File: config.mk
export PLATFORM = sky130hd
export DESIGN_NAME = hyper_cfg_regs
export DESIGN_NICKNAME = d
export VERILOG_FILES = /design/src/rtl/hyper_cfg_regs_pkg.sv /design/src/rtl/hyper_cfg_regs.sv
export SDC_FILE = /design/constraint.sdc
export NUM_CORES = 1
export LEC_CHECK = 0
export CORE_UTILIZATION = 65
export CTS_CLUSTER_DIAMETER = 150
export DETAILED_ROUTE_END_ITERATION = 10
export DONT_BUFFER_PORTS = 1
export GPL_ROUTABILITY_DRIVEN = 0
export HOLD_SLACK_MARGIN = 0.03
export PLACE_DENSITY = 0.83
export REMOVE_ABC_BUFFERS = 1
export SLEW_MARGIN = 15
export SYNTH_ARGS = -nofsm -noshare
export SYNTH_HDL_FRONTEND = slang
export SYNTH_SLANG_ARGS = --single-unit
File: constraint.sdc
create_clock -name clk_i -period 5.4 [get_ports clk_i]
set_input_delay 1.35 -clock clk_i [delete_from_list [all_inputs] [get_ports clk_i]]
set_output_delay 1.35 -clock clk_i [all_outputs]
set_load 0.005 [all_outputs]
File: src/rtl/hyper_cfg_regs_pkg.sv
// HyperBus configuration register types.
// Field layout, register offsets and reset values.
package hyper_cfg_regs_pkg;

  typedef struct packed {
    logic [3:0]  t_latency_access;
    logic        en_latency_additional;
    logic [15:0] t_burst_max;
    logic [3:0]  t_read_write_recovery;
    logic [3:0]  t_rx_clk_delay;
    logic [3:0]  t_tx_clk_delay;
    logic [4:0]  address_mask_msb;
    logic        address_space;
    logic        phys_in_use;
    logic        which_phy;
    logic [3:0]  t_csh_cycle;
  } hyper_cfg_t;

  // Word indexes (byte offset >> 2)
  localparam logic [5:0] OffLatAccess  = 6'd0;
  localparam logic [5:0] OffLatAddl    = 6'd1;
  localparam logic [5:0] OffBurstMax   = 6'd2;
  localparam logic [5:0] OffRwRecovery = 6'd3;
  localparam logic [5:0] OffRxDelay    = 6'd4;
  localparam logic [5:0] OffTxDelay    = 6'd5;
  localparam logic [5:0] OffAddrMask   = 6'd6;
  localparam logic [5:0] OffAddrSpace  = 6'd7;
  localparam logic [5:0] OffPhysInUse  = 6'd8;
  localparam logic [5:0] OffWhichPhy   = 6'd9;
  localparam logic [5:0] OffCshCycle   = 6'd10;
  localparam logic [5:0] OffStatus     = 6'd11;

  localparam logic [3:0]  RstLatAccess  = 4'd6;
  localparam logic        RstLatAddl    = 1'b1;
  localparam logic [15:0] RstBurstMax   = 16'd350;
  localparam logic [3:0]  RstRwRecovery = 4'd6;
  localparam logic [3:0]  RstRxDelay    = 4'd8;
  localparam logic [3:0]  RstTxDelay    = 4'd8;
  localparam logic [4:0]  RstAddrMask   = 5'd25;
  localparam logic        RstAddrSpace  = 1'b0;
  localparam logic        RstWhichPhy   = 1'b0;
  localparam logic [3:0]  RstCshCycle   = 4'd1;

  function automatic hyper_cfg_t cfg_reset(
    input int unsigned num_phys
  );
    hyper_cfg_t c;
    c.t_latency_access      = RstLatAccess;
    c.en_latency_additional = RstLatAddl;
    c.t_burst_max           = RstBurstMax;
    c.t_read_write_recovery = RstRwRecovery;
    c.t_rx_clk_delay        = RstRxDelay;
    c.t_tx_clk_delay        = RstTxDelay;
    c.address_mask_msb      = RstAddrMask;
    c.address_space         = RstAddrSpace;
    c.phys_in_use           = (num_phys == 2);
    c.which_phy             = RstWhichPhy;
    c.t_csh_cycle           = RstCshCycle;
    return c;
  endfunction

endpackage

File: src/rtl/hyper_cfg_regs.sv
// HyperBus configuration register file.
// Shadow registers applied to cfg_o between PHY transactions.
module hyper_cfg_regs
  import hyper_cfg_regs_pkg::*;
#(
  parameter int unsigned NumPhys = 2,
  parameter int unsigned RegAw   = 8,
  parameter int unsigned RegDw   = 32
) (
  input  logic               clk_i,
  input  logic               rst_ni,
  input  logic               reg_valid_i,
  input  logic               reg_write_i,
  input  logic [RegAw-1:0]   reg_addr_i,
  input  logic [RegDw-1:0]   reg_wdata_i,
  input  logic [RegDw/8-1:0] reg_wstrb_i,
  output logic               reg_ready_o,
  output logic               reg_error_o,
  output logic [RegDw-1:0]   reg_rdata_o,
  input  logic               trans_active_i,
  output hyper_cfg_t         cfg_o,
  output logic               cfg_update_o
);

  localparam logic [1:0] IDLE  = 2'd0;
  localparam logic [1:0] RESP  = 2'd1;
  localparam logic [1:0] STALL = 2'd2;
  localparam int unsigned Nb = RegDw / 8;

  logic [1:0] state;
  logic       pending;
  hyper_cfg_t shadow;

  logic             q_write;
  logic [RegAw-1:0] q_addr;
  logic [RegDw-1:0] q_wdata;
  logic [Nb-1:0]    q_wstrb;

  logic             cur_write;
  logic [RegAw-1:0] cur_addr;
  logic [RegDw-1:0] cur_wdata;
  logic [Nb-1:0]    cur_wstrb;

  logic [5:0]       idx;
  logic             err;
  logic             phy_ign;
  logic             accept;
  logic             stall_req;
  logic             commit;
  logic             wr_en;
  logic             set_pend;
  logic             apply;
  logic [RegDw-1:0] rd_word;
  logic [RegDw-1:0] merged;
  logic             unused_bits;

  // Live request in IDLE, parked request in STALL
  always_comb begin
    cur_write = reg_write_i;
    cur_addr  = reg_addr_i;
    cur_wdata = reg_wdata_i;
    cur_wstrb = reg_wstrb_i;
    if (state == STALL) begin
      cur_write = q_write;
      cur_addr  = q_addr;
      cur_wdata = q_wdata;
      cur_wstrb = q_wstrb;
    end
  end

  assign idx = cur_addr[7:2];

  assign err = (idx > OffStatus)
            || (cur_addr[1:0] != 2'b00)
            || (cur_write && idx == OffStatus);

  // Single-PHY builds keep the PHY selectors at zero
  assign phy_ign = (NumPhys == 1)
                && (idx == OffPhysInUse
                 || idx == OffWhichPhy);

  assign accept    = (state == IDLE) && reg_valid_i;
  assign stall_req = accept && reg_write_i
                  && pending && trans_active_i;
  assign commit    = (accept && !stall_req)
                  || (state == STALL && !pending);
  assign wr_en     = commit && cur_write && !err;
  assign set_pend  = wr_en && !phy_ign;
  assign apply     = pending && !trans_active_i;

  // Read mux, zero-extended fields
  always_comb begin
    rd_word = '0;
    case (idx)
      OffLatAccess:
        rd_word[3:0] = shadow.t_latency_access;
      OffLatAddl:
        rd_word[0] = shadow.en_latency_additional;
      OffBurstMax:
        rd_word[15:0] = shadow.t_burst_max;
      OffRwRecovery:
        rd_word[3:0] = shadow.t_read_write_recovery;
      OffRxDelay:
        rd_word[3:0] = shadow.t_rx_clk_delay;
      OffTxDelay:
        rd_word[3:0] = shadow.t_tx_clk_delay;
      OffAddrMask:
        rd_word[4:0] = shadow.address_mask_msb;
      OffAddrSpace:
        rd_word[0] = shadow.address_space;
      OffPhysInUse:
        rd_word[0] = shadow.phys_in_use;
      OffWhichPhy:
        rd_word[0] = shadow.which_phy;
      OffCshCycle:
        rd_word[3:0] = shadow.t_csh_cycle;
      OffStatus:
        rd_word[1:0] = {trans_active_i, pending};
      default:
        rd_word = '0;
    endcase
  end

  // Byte-lane merge of write data over current value
  always_comb begin
    merged = rd_word;
    for (int i = 0; i < int'(Nb); i++) begin
      if (cur_wstrb[i])
        merged[i*8 +: 8] = cur_wdata[i*8 +: 8];
    end
  end

  assign unused_bits = ^merged[RegDw-1:16];

  // Handshake FSM and parked request
  always_ff @(posedge clk_i or negedge rst_ni) begin
    if (!rst_ni) begin
      state   <= IDLE;
      q_write <= 1'b0;
      q_addr  <= '0;
      q_wdata <= '0;
      q_wstrb <= '0;
    end else begin
      case (state)
        IDLE:
          if (reg_valid_i)
            state <= stall_req ? STALL : RESP;
        RESP:
          state <= IDLE;
        STALL:
          if (!pending)
            state <= RESP;
        default:
          state <= IDLE;
      endcase
      if (accept) begin
        q_write <= reg_write_i;
        q_addr  <= reg_addr_i;
        q_wdata <= reg_wdata_i;
        q_wstrb <= reg_wstrb_i;
      end
    end
  end

  // Registered response, one cycle per commit
  always_ff @(posedge clk_i or negedge rst_ni) begin
    if (!rst_ni) begin
      reg_ready_o <= 1'b0;
      reg_error_o <= 1'b0;
      reg_rdata_o <= '0;
    end else begin
      reg_ready_o <= commit;
      reg_error_o <= commit && err;
      reg_rdata_o <= (commit && !cur_write && !err)
                   ? rd_word : '0;
    end
  end

  // Shadow field updates, truncated to field width
  always_ff @(posedge clk_i or negedge rst_ni) begin
    if (!rst_ni) begin
      shadow <= cfg_reset(NumPhys);
    end else if (set_pend) begin
      case (idx)
        OffLatAccess:
          shadow.t_latency_access <= merged[3:0];
        OffLatAddl:
          shadow.en_latency_additional <= merged[0];
        OffBurstMax:
          shadow.t_burst_max <= merged[15:0];
        OffRwRecovery:
          shadow.t_read_write_recovery <= merged[3:0];
        OffRxDelay:
          shadow.t_rx_clk_delay <= merged[3:0];
        OffTxDelay:
          shadow.t_tx_clk_delay <= merged[3:0];
        OffAddrMask:
          shadow.address_mask_msb <= merged[4:0];
        OffAddrSpace:
          shadow.address_space <= merged[0];
        OffPhysInUse:
          shadow.phys_in_use <= merged[0];
        OffWhichPhy:
          shadow.which_phy <= merged[0];
        OffCshCycle:
          shadow.t_csh_cycle <= merged[3:0];
        default: ;
      endcase
    end
  end

  // Apply shadow when the PHY is idle; a same-cycle
  // write keeps pending so it lands on the next apply
  always_ff @(posedge clk_i or negedge rst_ni) begin
    if (!rst_ni) begin
      pending      <= 1'b0;
      cfg_o        <= cfg_reset(NumPhys);
      cfg_update_o <= 1'b0;
    end else begin
      cfg_update_o <= apply;
      if (apply)
        cfg_o <= shadow;
      if (set_pend)
        pending <= 1'b1;
      else if (apply)
        pending <= 1'b0;
    end
  end

endmodule

==> results.sh, run 1 <==
export IMPL_clock_skew_final_ns=0.00981
export IMPL_yosysTopAreaCellShare=0.410
export IMPL_fin_ws_ns=1.86
export IMPL_htree_num_levels=4
export IMPL_yosysSeqAreaShare=0.561
export IMPL_synth_cell_type_count=56
export IMPL_fmax_ghz=0.282
export IMPL_worst_skew_pair_late_latency_ns=0.53
export IMPL_multiInputGateArea_um2=2560
export IMPL_seq_area_um2=3520
export IMPL_setup_violations=0
export IMPL_cts_root_buffer_cell="sky130_fd_sc_hd__clkbuf_8"
export IMPL_p_switching_mw=0.529
export IMPL_drv_slew=0
export IMPL_via_count=4044
export IMPL_synth_edf_count=0
export IMPL_worst_path_max_fanout=11
export IMPL_yosys_warnings=0
export IMPL_critical_path_buf_inv_count=0
export IMPL_dpl_hpwl_um=8550
export IMPL_cts_resized_gates=0
export IMPL_synthMostInstantiatedCell="sky130_fd_sc_hd__dfrtp_1"
export IMPL_die_w_um=100
export IMPL_synth_top_area_cell="sky130_fd_sc_hd__dfrtp_1"
export IMPL_path_cells="nor2b_2 > mux2_2 > a2111o_1 > nor4_4 > and2_1 > mux2_1"
export IMPL_critPathSlowestCell="sky130_fd_sc_hd__nor4_4"
export IMPL_synth_async_sr_flop_share=1.00
export IMPL_yosys_top_cells_count="sky130_fd_sc_hd__dfrtp_1 (103), sky130_fd_sc_hd__mux2_2 (93), sky130_fd_sc_hd__nand2_1 (65), sky130_fd_sc_hd__dfstp_2 (36), sky130_fd_sc_hd__nor2_1 (17)"
export IMPL_post_synth_instance_area_um2=6290
export IMPL_cts_sink_count=139
export IMPL_share_of_final_layout_standard_cells_stronger_than_drive_strength_1=0.371
export IMPL_cts_buffers=17
export IMPL_critPathRequiredTime_ns=5.80
export IMPL_worst_setup_path_start_kind="flip-flop"
export IMPL_track_usage=0.282
export IMPL_cts_hold_buffers_added=0
export IMPL_power_sequential_fraction=0.472
export IMPL_setup_total_negative_slack_ns=0
export IMPL_p_leak_nw=3.24
export IMPL_totalWireLength_um=13300
export IMPL_drv_cap=0
export IMPL_postSynthCellCount=505
export IMPL_path_delay_family="simple AND/OR/NAND/NOR gates"
export IMPL_final_net_count=554
export IMPL_grt_max_degree=140
export IMPL_yosys_most_used_dff="sky130_fd_sc_hd__dfrtp_1"
export IMPL_category_of_the_critical_setup_timing_path="flip-flop to flip-flop"
export IMPL_path_clk_slew_ns=0.06
export IMPL_insertedDiodeCount=0
export IMPL_core_area_um2=9280
export IMPL_postRouteAntennaNets=0
export IMPL_worst_slew_margin_rel=0.206
export IMPL_synth_seq_cells=139
export IMPL_areaGrowthSynthToFinish_pct=10.2
export IMPL_cts_tree="done"
export IMPL_power_frac_clock=0.483
export IMPL_drc_markers=0
export IMPL_rows=35
export IMPL_detail_route_first_pass_iterations=7
export IMPL_die_height_um=100
export IMPL_routed_via_density=6.25
export IMPL_initial_utilization=0.677
export IMPL_transition_time_at_the_pin_with_the_least_slew_margin_ns=1.18
export IMPL_routed_wire_length_per_instance_um=20.6
export IMPL_post_synth_cell_area_avg_um2=12.4
export IMPL_reg2reg_setup_slack_ns=1.86
export IMPL_worstSetupEndpointType="flip-flop"
export IMPL_hold_violations=0
export IMPL_design_portCount=129
export IMPL_pwr_density_cell_nw_per_um2=343
export IMPL_worstPathArrival_ns=3.94
export IMPL_outcome="completed"
export IMPL_design_die_area_um2=10100
export IMPL_global_route_wire_length_before_repair_um=21400
export IMPL_worst_hold_slack_ns=0.494
export IMPL_antenna_found_initial=0
export IMPL_power_switching_fraction=0.223
export IMPL_tmin_final_ns=3.54
export IMPL_post_cts_buffers=0
export IMPL_min_period_over_period=0.656
export IMPL_fill_cells=570
export IMPL_clk_path_buf_depth=2
export IMPL_grt_pass1_vias=4262
export IMPL_netlist_top_cells_area="sky130_fd_sc_hd__dfrtp_1 (41%), sky130_fd_sc_hd__mux2_2 (17%), sky130_fd_sc_hd__dfstp_2 (15%), sky130_fd_sc_hd__nand2_1 (3.9%), sky130_fd_sc_hd__mux2_4 (2.9%)"
export IMPL_power_share_combinational=0.045
export IMPL_irDropWorstVdd_v=0.000273
export IMPL_grt_setup_unrepaired="false"
export IMPL_internal_mw=1.85
export IMPL_drtIter0Drc=494
export IMPL_io_buffers=0
export IMPL_pre_cts_ws_ns=1.61
export IMPL_crit_path_max_incr_delay_ns=0.64
export IMPL_hold_path_class="flip-flop to flip-flop"
export IMPL_grt_overflow=0
==> path summary, 6_finish.rpt <==
kind / cells after the start / endpoint / start
max in group asynchronous: 0 / shadow[7] / rst_ni
hold reg to reg: 2 / shadow[19] / shadow[19]
setup reg to reg: 6 / shadow[31] / state[1]
setup / recovery: 6 / shadow[31] / state[1]
hold / removal: 2 / shadow[19] / shadow[19]
min in group asynchronous: 0 / cfg_update_o / rst_ni
==> area by class of cell <==
type | count | share of cell area
flip-flops and latches | 139 | 0.509
multi-input cells | 328 | 0.370
clock inverters | 13 | 0.0240
well taps | 129 | 0.0233
inverters | 14 | 0.00759
clock buffers | 19 | 0.0609
repair buffers | 5 | 0.00542
==> cell usage in the layout, fill, tap and decap left out, types with 2 or more instances in the layout <==
cell	n
sky130_fd_sc_hd__a21o_1	2
sky130_fd_sc_hd__a21oi_1	4
sky130_fd_sc_hd__a222oi_1	4
sky130_fd_sc_hd__a22oi_1	5
sky130_fd_sc_hd__a31o_2	3
sky130_fd_sc_hd__a31oi_1	2
sky130_fd_sc_hd__and2_1	12
sky130_fd_sc_hd__and3_1	3
sky130_fd_sc_hd__and4bb_2	2
sky130_fd_sc_hd__buf_4	5
sky130_fd_sc_hd__bufinv_16	3
sky130_fd_sc_hd__clkbuf_1	2
sky130_fd_sc_hd__clkbuf_16	16
sky130_fd_sc_hd__clkinv_2	2
sky130_fd_sc_hd__clkinv_4	3
sky130_fd_sc_hd__clkinvlp_4	3
sky130_fd_sc_hd__conb_1	16
sky130_fd_sc_hd__dfrtp_1	103
sky130_fd_sc_hd__dfstp_2	36
sky130_fd_sc_hd__inv_1	14
sky130_fd_sc_hd__inv_6	2
sky130_fd_sc_hd__mux2_1	3
sky130_fd_sc_hd__mux2_2	93
sky130_fd_sc_hd__mux2_4	12
sky130_fd_sc_hd__mux2i_1	10
sky130_fd_sc_hd__nand2_1	65
sky130_fd_sc_hd__nand2b_1	2
sky130_fd_sc_hd__nand3_1	4
sky130_fd_sc_hd__nand4_1	2
sky130_fd_sc_hd__nor2_1	17
sky130_fd_sc_hd__nor3_1	11
sky130_fd_sc_hd__nor3_2	2
sky130_fd_sc_hd__nor4_1	2
sky130_fd_sc_hd__o21ai_0	10
sky130_fd_sc_hd__o22ai_1	7
sky130_fd_sc_hd__o31a_1	2
sky130_fd_sc_hd__o31ai_1	5
sky130_fd_sc_hd__o32ai_1	2
sky130_fd_sc_hd__o41a_1	2
sky130_fd_sc_hd__or4_1	4
==> logic make-up after synthesis <==
| family | after synthesis | synth area share |
|---|---|---|
| and+or+nand+nor | 137 | 0.111 |
| other | 1 | 0.000597 |
| DFF | 139 | 0.561 |
| buffers and inverters | 53 | 0.0430 |
| AOI/OAI and AO/OA | 57 | 0.0685 |
| muxes | 118 | 0.217 |
==> per-layer routing <==
| layer | GRT usage | wire length (µm) | up-vias |
|---|---|---|---|
| li1 | - | - | 1760 |
| met1 | 0.344 | 5190 | 2028 |
| met2 | 0.450 | 6560 | 216 |
| met3 | 0.0968 | 1220 | 40 |
| met4 | 0.140 | 335 | 0 |
| met5 | 0 | 0 | - |
==> flip-flops by register name, summed over array words and instances (netlist names) <==
| name | cells |
|---|---|
| cfg_o | 45 |
| reg_rdata_o | 16 |
| reg_error_o | 1 |
| q_addr | 8 |
| reg_ready_o | 1 |
| pending | 1 |
| q_wdata | 16 |
| cfg_update_o | 1 |
| shadow | 45 |
| state | 2 |
| q_write | 1 |
| q_wstrb | 2 |
==> tightest hold or removal path, cell delays in order, from the launching register on <==
cell	delay (ns)
sky130_fd_sc_hd__dfstp_2	0.38
sky130_fd_sc_hd__nand2_1	0.05
sky130_fd_sc_hd__o31ai_1	0.06
==> per-stage QoR <==
step                cell area [µm²]   util  std cells  total power [mW]
finish                         6920  0.746        647              2.38
CTS                            6920  0.745        647              2.39
global placement               6330  0.682        615              1.23
floorplan                      6120      -        481              1.21
global route                   6920  0.746        647              2.45
detailed placement             6330  0.682        615              1.24
==> power groups by stage <==
| stage | combinational (mW) | clock, mW | sequential, mW |
|---|---|---|---|
| after floorplan | 0.0842 | 0 | 1.13 |
| after global placement | 0.0981 | 0 | 1.13 |
| after detailed placement | 0.103 | 0 | 1.14 |
| after CTS | 0.105 | 1.16 | 1.12 |
| after global routing | 0.117 | 1.21 | 1.13 |
| final | 0.106 | 1.15 | 1.12 |
Note: power is estimated with default switching activity, not from simulation.
==> run 2, diff against run 1 <==
--- a/config.mk
+++ b/config.mk
@@ -5,13 +5,13 @@
 export SDC_FILE = /design/constraint.sdc
 export NUM_CORES = 1
 export LEC_CHECK = 0
-export CORE_UTILIZATION = 65
+export CORE_UTILIZATION = 57
 export CTS_CLUSTER_DIAMETER = 150
 export DETAILED_ROUTE_END_ITERATION = 10
 export DONT_BUFFER_PORTS = 1
 export GPL_ROUTABILITY_DRIVEN = 0
 export HOLD_SLACK_MARGIN = 0.03
-export PLACE_DENSITY = 0.83
+export PLACE_DENSITY = 0.77
 export REMOVE_ABC_BUFFERS = 1
 export SLEW_MARGIN = 15
 export SYNTH_ARGS = -nofsm -noshare
==> constraint.sdc (replaced) <==
create_clock -name clk_i -period 2.96 [get_ports clk_i]
set_input_delay 0.74 -clock clk_i [delete_from_list [all_inputs] [get_ports clk_i]]
set_output_delay 0.74 -clock clk_i [all_outputs]
set_load 0.005 [all_outputs]
==> run 2 against run 1 <==
Against the previous run:
- the run now ends with negative hold slack left
- non-clock buffer count is 17 higher
- sequential share of layout area is 1.4 points lower
- first-iteration DRC count grew 0.20%
- largest cell class unchanged
- largest power group unchanged
==> results.sh, run 2 (synthesis gave the netlist of run 1 again) <==
export IMPL_worst_hold_slack_ns=-0.0841
export IMPL_tmin_final_ns=2.87
export IMPL_io_buffers=0
export IMPL_hold_violations=103
export IMPL_min_period_over_period=0.969
export IMPL_final_net_count=571
export IMPL_die_height_um=107
export IMPL_dpl_hpwl_um=9470
export IMPL_irDropWorstVdd_v=0.000350
export IMPL_initial_utilization=0.598
export IMPL_failed_checks="negative hold slack"
export IMPL_path_cells="nor2b_2 > mux2_2 > a2111o_1 > nor4_4 > buf_4 > nand2_4 > mux2_4"
export IMPL_worst_slew_margin_rel=0.568
export IMPL_worst_path_max_fanout=8
export IMPL_grt_overflow=0
export IMPL_routed_via_density=6.18
export IMPL_final_core_util=0.677
export IMPL_critPathSlowestCell="sky130_fd_sc_hd__a2111o_1"
export IMPL_pre_cts_ws_ns=0.0904
export IMPL_share_of_final_layout_standard_cells_stronger_than_drive_strength_1=0.398
export IMPL_transition_time_at_the_pin_with_the_least_slew_margin_ns=0.642
export IMPL_category_of_the_critical_setup_timing_path="flip-flop to flip-flop"
export IMPL_cts_root_buffer_cell="sky130_fd_sc_hd__clkbuf_8"
export IMPL_post_cts_buffers=0
export IMPL_rows=37
export IMPL_drc_markers=0
export IMPL_insertedDiodeCount=0
export IMPL_reg_to_reg_start="state[1]"
export IMPL_reg_top3="cfg_o (45), shadow (45)"
export IMPL_dpl_instance_area_um2=6480
export IMPL_critPathRequiredTime_ns=3.36
export IMPL_detail_route_first_pass_iterations=6
export IMPL_clock_skew_final_ns=0.00576
export IMPL_grt_setup_unrepaired="false"
export IMPL_worst_setup_path_start_kind="flip-flop"
export IMPL_die_w_um=107
export IMPL_p_leak_nw=3.36
export IMPL_antenna_found_initial=0
export IMPL_grt_max_degree=140
export IMPL_core_area_um2=10500
export IMPL_design_portCount=129
export IMPL_setup_total_negative_slack_ns=0
export IMPL_drtIter0Drc=495
export IMPL_cts_sink_count=139
export IMPL_layout_cells_most_common="sky130_fd_sc_hd__dfrtp_1"
export IMPL_postRouteAntennaNets=0
export IMPL_pwr_density_cell_nw_per_um2=626
export IMPL_worst_skew_pair_late_latency_ns=0.52
export IMPL_clk_path_buf_depth=2
export IMPL_global_route_wire_length_before_repair_um=22200
export IMPL_drv_cap=0
export IMPL_outcome="complete, but fails checks"
export IMPL_cts_buffers=17
export IMPL_worst_r2r_endpoint="shadow[34]"
export IMPL_reg2reg_setup_slack_ns=0.09
export IMPL_worstPathArrival_ns=3.27
export IMPL_worst_setup_path_endpoint="shadow[34]"
export IMPL_routed_wire_length_per_instance_um=21.0
export IMPL_areaGrowthSynthToFinish_pct=13.2
export IMPL_setup_violations=0
export IMPL_track_usage=0.259
export IMPL_htree_num_levels=4
export IMPL_worstSetupEndpointType="flip-flop"
export IMPL_fill_cells=726
export IMPL_grt_pass1_vias=4230
export IMPL_fmax_ghz=0.349
export IMPL_fin_total_pwr_mw=4.45
export IMPL_drv_slew=0
export IMPL_totalWireLength_um=14100
export IMPL_worst_r2r_cell_count=7
export IMPL_timing_critical_path_from="state[1]"
export IMPL_fin_ws_ns=0.0906
export IMPL_layout_common_cells="sky130_fd_sc_hd__dfrtp_1 (103), sky130_fd_sc_hd__mux2_2 (93), sky130_fd_sc_hd__nand2_1 (64)"
export IMPL_hold_path_class="input pin to asynchronous set/reset pin"
export IMPL_crit_path_max_incr_delay_ns=0.51
export IMPL_path_clk_slew_ns=0.06
export IMPL_cts_tree="done"
export IMPL_design_die_area_um2=11500
export IMPL_final_cell_area_um2=7120
export IMPL_via_count=4145
## run 2: changes by cell type in the layout (fill, tap and decap cells not counted), sizes merged
cell | previous run | this run
clkbuf | 19 | 21
buf | 5 | 22
bufinv | 3 | 4
clkinvlp | 3 | 2
inv | 16 | 14
## run 2: metal layers
| layer | up-vias | part of all wire | GRT usage |
|---|---|---|---|
| met5 | - | 0 | 0 |
| met2 | 191 | 0.51 | 0.428 |
| li1 | 1795 | - | - |
| met4 | 0 | 0.024 | 0.110 |
| met3 | 38 | 0.074 | 0.0693 |
| met1 | 2121 | 0.40 | 0.322 |
## run 2: worst max-delay path: cells and delay by family (launching register included)
family                 cells  cell delay (ns)
muxes                      2             0.77
and+or+nand+nor            3             0.82
DFF                        1             0.45
AOI/OAI and AO/OA          1             0.51
buffers and inverters      1             0.20
## run 2: worst min path at each step
stage / startpoint / endpoint / slack [ns] / cells past startpoint
final: rst_ni / cfg_update_o / -0.08 / 0
after CTS: rst_ni / cfg_update_o / -0.10 / 0
after floorplan: rst_ni / cfg_o[12] / 0.44 / 0
after detailed placement: rst_ni / cfg_update_o / 0.45 / 0
after global placement: rst_ni / cfg_update_o / 0.45 / 0
after global routing: rst_ni / cfg_update_o / -0.10 / 0
## run 2: final cells by class
type | count | area (µm²) | share of cell area
clock buffers | 21 | 449 | 0.0631
clock inverters | 11 | 168 | 0.0236
inverters | 14 | 52.6 | 0.00738
multi-input cells | 328 | 2580 | 0.362
flip-flops and latches | 139 | 3520 | 0.495
well taps | 136 | 170 | 0.0239
repair buffers | 22 | 178 | 0.0250
## run 2: metrics by stage
stage               hold WS, ns  std cells
finish                  -0.0841        671
global route             -0.105        671
CTS                      -0.100        671
detailed placement        0.447        639
global placement          0.448        639
floorplan                 0.444        481
## run 2: timing repair
action	in CTS	in global routing
hold endpoints to repair	103	103
resized for setup	0	5
setup endpoints to repair	0	19
## run 2: report_power, final
group	leakage, nW	switching, mW	internal (mW)
combinational	1.34	0.106	0.100
sequential	1.73	0.0558	1.99
clock	0.298	0.792	1.41
==> run 3, diff against run 2 <==
--- a/config.mk
+++ b/config.mk
@@ -13,6 +13,7 @@
 export HOLD_SLACK_MARGIN = 0.03
 export PLACE_DENSITY = 0.77
 export REMOVE_ABC_BUFFERS = 1
+export SKIP_LAST_GASP = 1
 export SLEW_MARGIN = 15
 export SYNTH_ARGS = -nofsm -noshare
 export SYNTH_HDL_FRONTEND = slang
==> run 3 against run 2 <==
Against the previous run:
- final cell count did not move
- core utilization barely moved
- first-iteration DRC count decreased by 9.1%
- hold slack got worse by 0.0020 ns
- worst setup slack got worse by 0.020 ns
- the flow still finishes with violations (negative hold slack)
- clock power is essentially flat
- non-clock buffer count is the same
- count of clock-buffer cells in the layout stayed put
- power hardly changed
- design area about the same
- largest cell class unchanged
==> results.sh, run 3 (synthesis gave the netlist of run 1 again) <==
export IMPL_rows=37
export IMPL_critPathSlowestCell="sky130_fd_sc_hd__dfrtp_1"
export IMPL_tmin_final_ns=2.89
export IMPL_dpl_hpwl_um=9470
export IMPL_worst_slew_margin_rel=0.565
export IMPL_track_usage=0.259
export IMPL_global_route_wire_length_before_repair_um=22200
export IMPL_drtIter0Drc=450
export IMPL_drc_markers=0
export IMPL_path_clk_slew_ns=0.06
export IMPL_hold_violations=103
export IMPL_fill_cells=726
export IMPL_worst_hold_slack_ns=-0.0861
export IMPL_cts_tree="done"
export IMPL_cp_dominant_cell_by_count="sky130_fd_sc_hd__mux2_2"
export IMPL_drv_slew=0
export IMPL_insertedDiodeCount=0
export IMPL_worst_skew_pair_late_latency_ns=0.52
export IMPL_htree_num_levels=4
export IMPL_io_buffers=0
export IMPL_design_portCount=129
export IMPL_category_of_the_critical_setup_timing_path="flip-flop to flip-flop"
export IMPL_worst_path_max_fanout=12
export IMPL_seq_area_um2=3520
export IMPL_detail_route_first_pass_iterations=5
export IMPL_hold_path_class="input pin to asynchronous set/reset pin"
export IMPL_critPathRequiredTime_ns=3.37
export IMPL_grt_max_degree=140
export IMPL_transition_time_at_the_pin_with_the_least_slew_margin_ns=0.648
export IMPL_totalWireLength_um=14000
export IMPL_cts_sink_count=139
export IMPL_postRouteAntennaNets=0
export IMPL_layout_cells_most_common="sky130_fd_sc_hd__dfrtp_1"
export IMPL_worstSetupEndpointType="flip-flop"
export IMPL_routed_wire_length_per_instance_um=20.8
export IMPL_failed_checks="negative hold slack"
export IMPL_areaGrowthSynthToFinish_pct=13.2
export IMPL_cts_root_buffer_cell="sky130_fd_sc_hd__clkbuf_8"
export IMPL_die_w_um=107
export IMPL_worstPathArrival_ns=3.30
export IMPL_crit_path_max_incr_delay_ns=0.45
export IMPL_path_cells="nor2b_2 > mux2_2 > a2111oi_2 > nand2_1 > nor3_2 > mux2_2"
export IMPL_grt_pass1_vias=4230
export IMPL_fin_cells=671
export IMPL_fmax_ghz=0.346
export IMPL_outcome="complete, but fails checks"
export IMPL_pre_cts_ws_ns=0.0904
export IMPL_final_net_count=571
export IMPL_drv_cap=0
export IMPL_die_height_um=107
export IMPL_multiInputGateArea_um2=2570
export IMPL_cts_buffers=17
export IMPL_layout_common_cells="sky130_fd_sc_hd__dfrtp_1 (103), sky130_fd_sc_hd__mux2_2 (93), sky130_fd_sc_hd__nand2_1 (65)"
export IMPL_grt_overflow=0
export IMPL_clk_path_buf_depth=2
export IMPL_clock_skew_final_ns=0.00667
export IMPL_routed_via_density=6.09
export IMPL_antenna_found_initial=0
export IMPL_placed_cells=639
export IMPL_fin_ws_ns=0.0702
export IMPL_grt_setup_unrepaired="true"
export IMPL_pwr_density_cell_nw_per_um2=626
export IMPL_reg_top3="cfg_o (45), shadow (45)"
export IMPL_irDropWorstVdd_v=0.000352
export IMPL_p_leak_nw=3.36
export IMPL_design_die_area_um2=11500
export IMPL_core_area_um2=10500
export IMPL_initial_utilization=0.598
export IMPL_worst_setup_path_start_kind="flip-flop"
export IMPL_via_count=4087
export IMPL_share_of_final_layout_standard_cells_stronger_than_drive_strength_1=0.396
export IMPL_min_period_over_period=0.976
export IMPL_setup_violations=0
## run 3: cell count changes in the layout (fill, tap and decap cells not counted)
cell                      before  now
sky130_fd_sc_hd__nand2_1      64   65
sky130_fd_sc_hd__nand2_2       1    0
## run 3: area by class of cell
class | count | share of cell area
well taps | 136 | 0.0239
clock buffers | 21 | 0.0631
inverters | 14 | 0.00739
repair buffers | 22 | 0.0250
flip-flops and latches | 139 | 0.495
multi-input cells | 328 | 0.362
clock inverters | 11 | 0.0236
## run 3: worst max-delay path: cells and delay by family (launching register included)
family           cells  cell delay (ns)
AO/OA/AOI/OAI        1             0.43
flip-flops           1             0.45
multiplexers         2             0.82
AND/OR/NAND/NOR      3             1.08
## run 3: report_power, final
group	switching [mW]	leakage [nW]	internal, mW
sequential	0.0561	1.73	1.99
combinational	0.105	1.34	0.100
clock	0.794	0.298	1.41
## run 3: worst paths after layout
path | start | end | slack [ns] | cells after the start
max reg2reg | state[1] | shadow[41] | 0.07 | 6
min | rst_ni | cfg_update_o | -0.09 | 0
min reg2reg | cfg_o[15] | cfg_o[15] | 0.50 | 2
max | state[1] | shadow[41] | 0.07 | 6
min in group clk_i | reg_wstrb_i[0] | q_wstrb[0] | 0.36 | 2
max in group asynchronous | rst_ni | cfg_o[11] | 2.83 | 0
## run 3: what timing repair did
| item | CTS | global route |
|---|---|---|
| endpoints found under the hold margin | 103 | 103 |
| buffers inserted | 0 | 0 |
| endpoints found under the setup margin | 0 | 19 |
| gates resized for setup | 0 | 4 |
## run 3: through the flow
stage               utilization  power (mW)  hold WS, ns  setup TNS [ns]  area, µm²
floorplan                     -        2.21        0.444          -15.41       6120
global placement          0.617        2.26        0.448               0       6480
detailed placement        0.617        2.28        0.447               0       6480
CTS                       0.675        4.48       -0.100               0       7100
global route              0.677        4.59       -0.105         -0.0226       7120
finish                    0.677        4.46      -0.0861               0       7120
## run 3: routing by layer
metal	track usage	up-vias	wire length (µm)
met3	0.0693	32	1010
met1	0.322	2082	5590
met4	0.110	0	367
met2	0.428	175	6990
li1	-	1798	-
met5	0	-	0
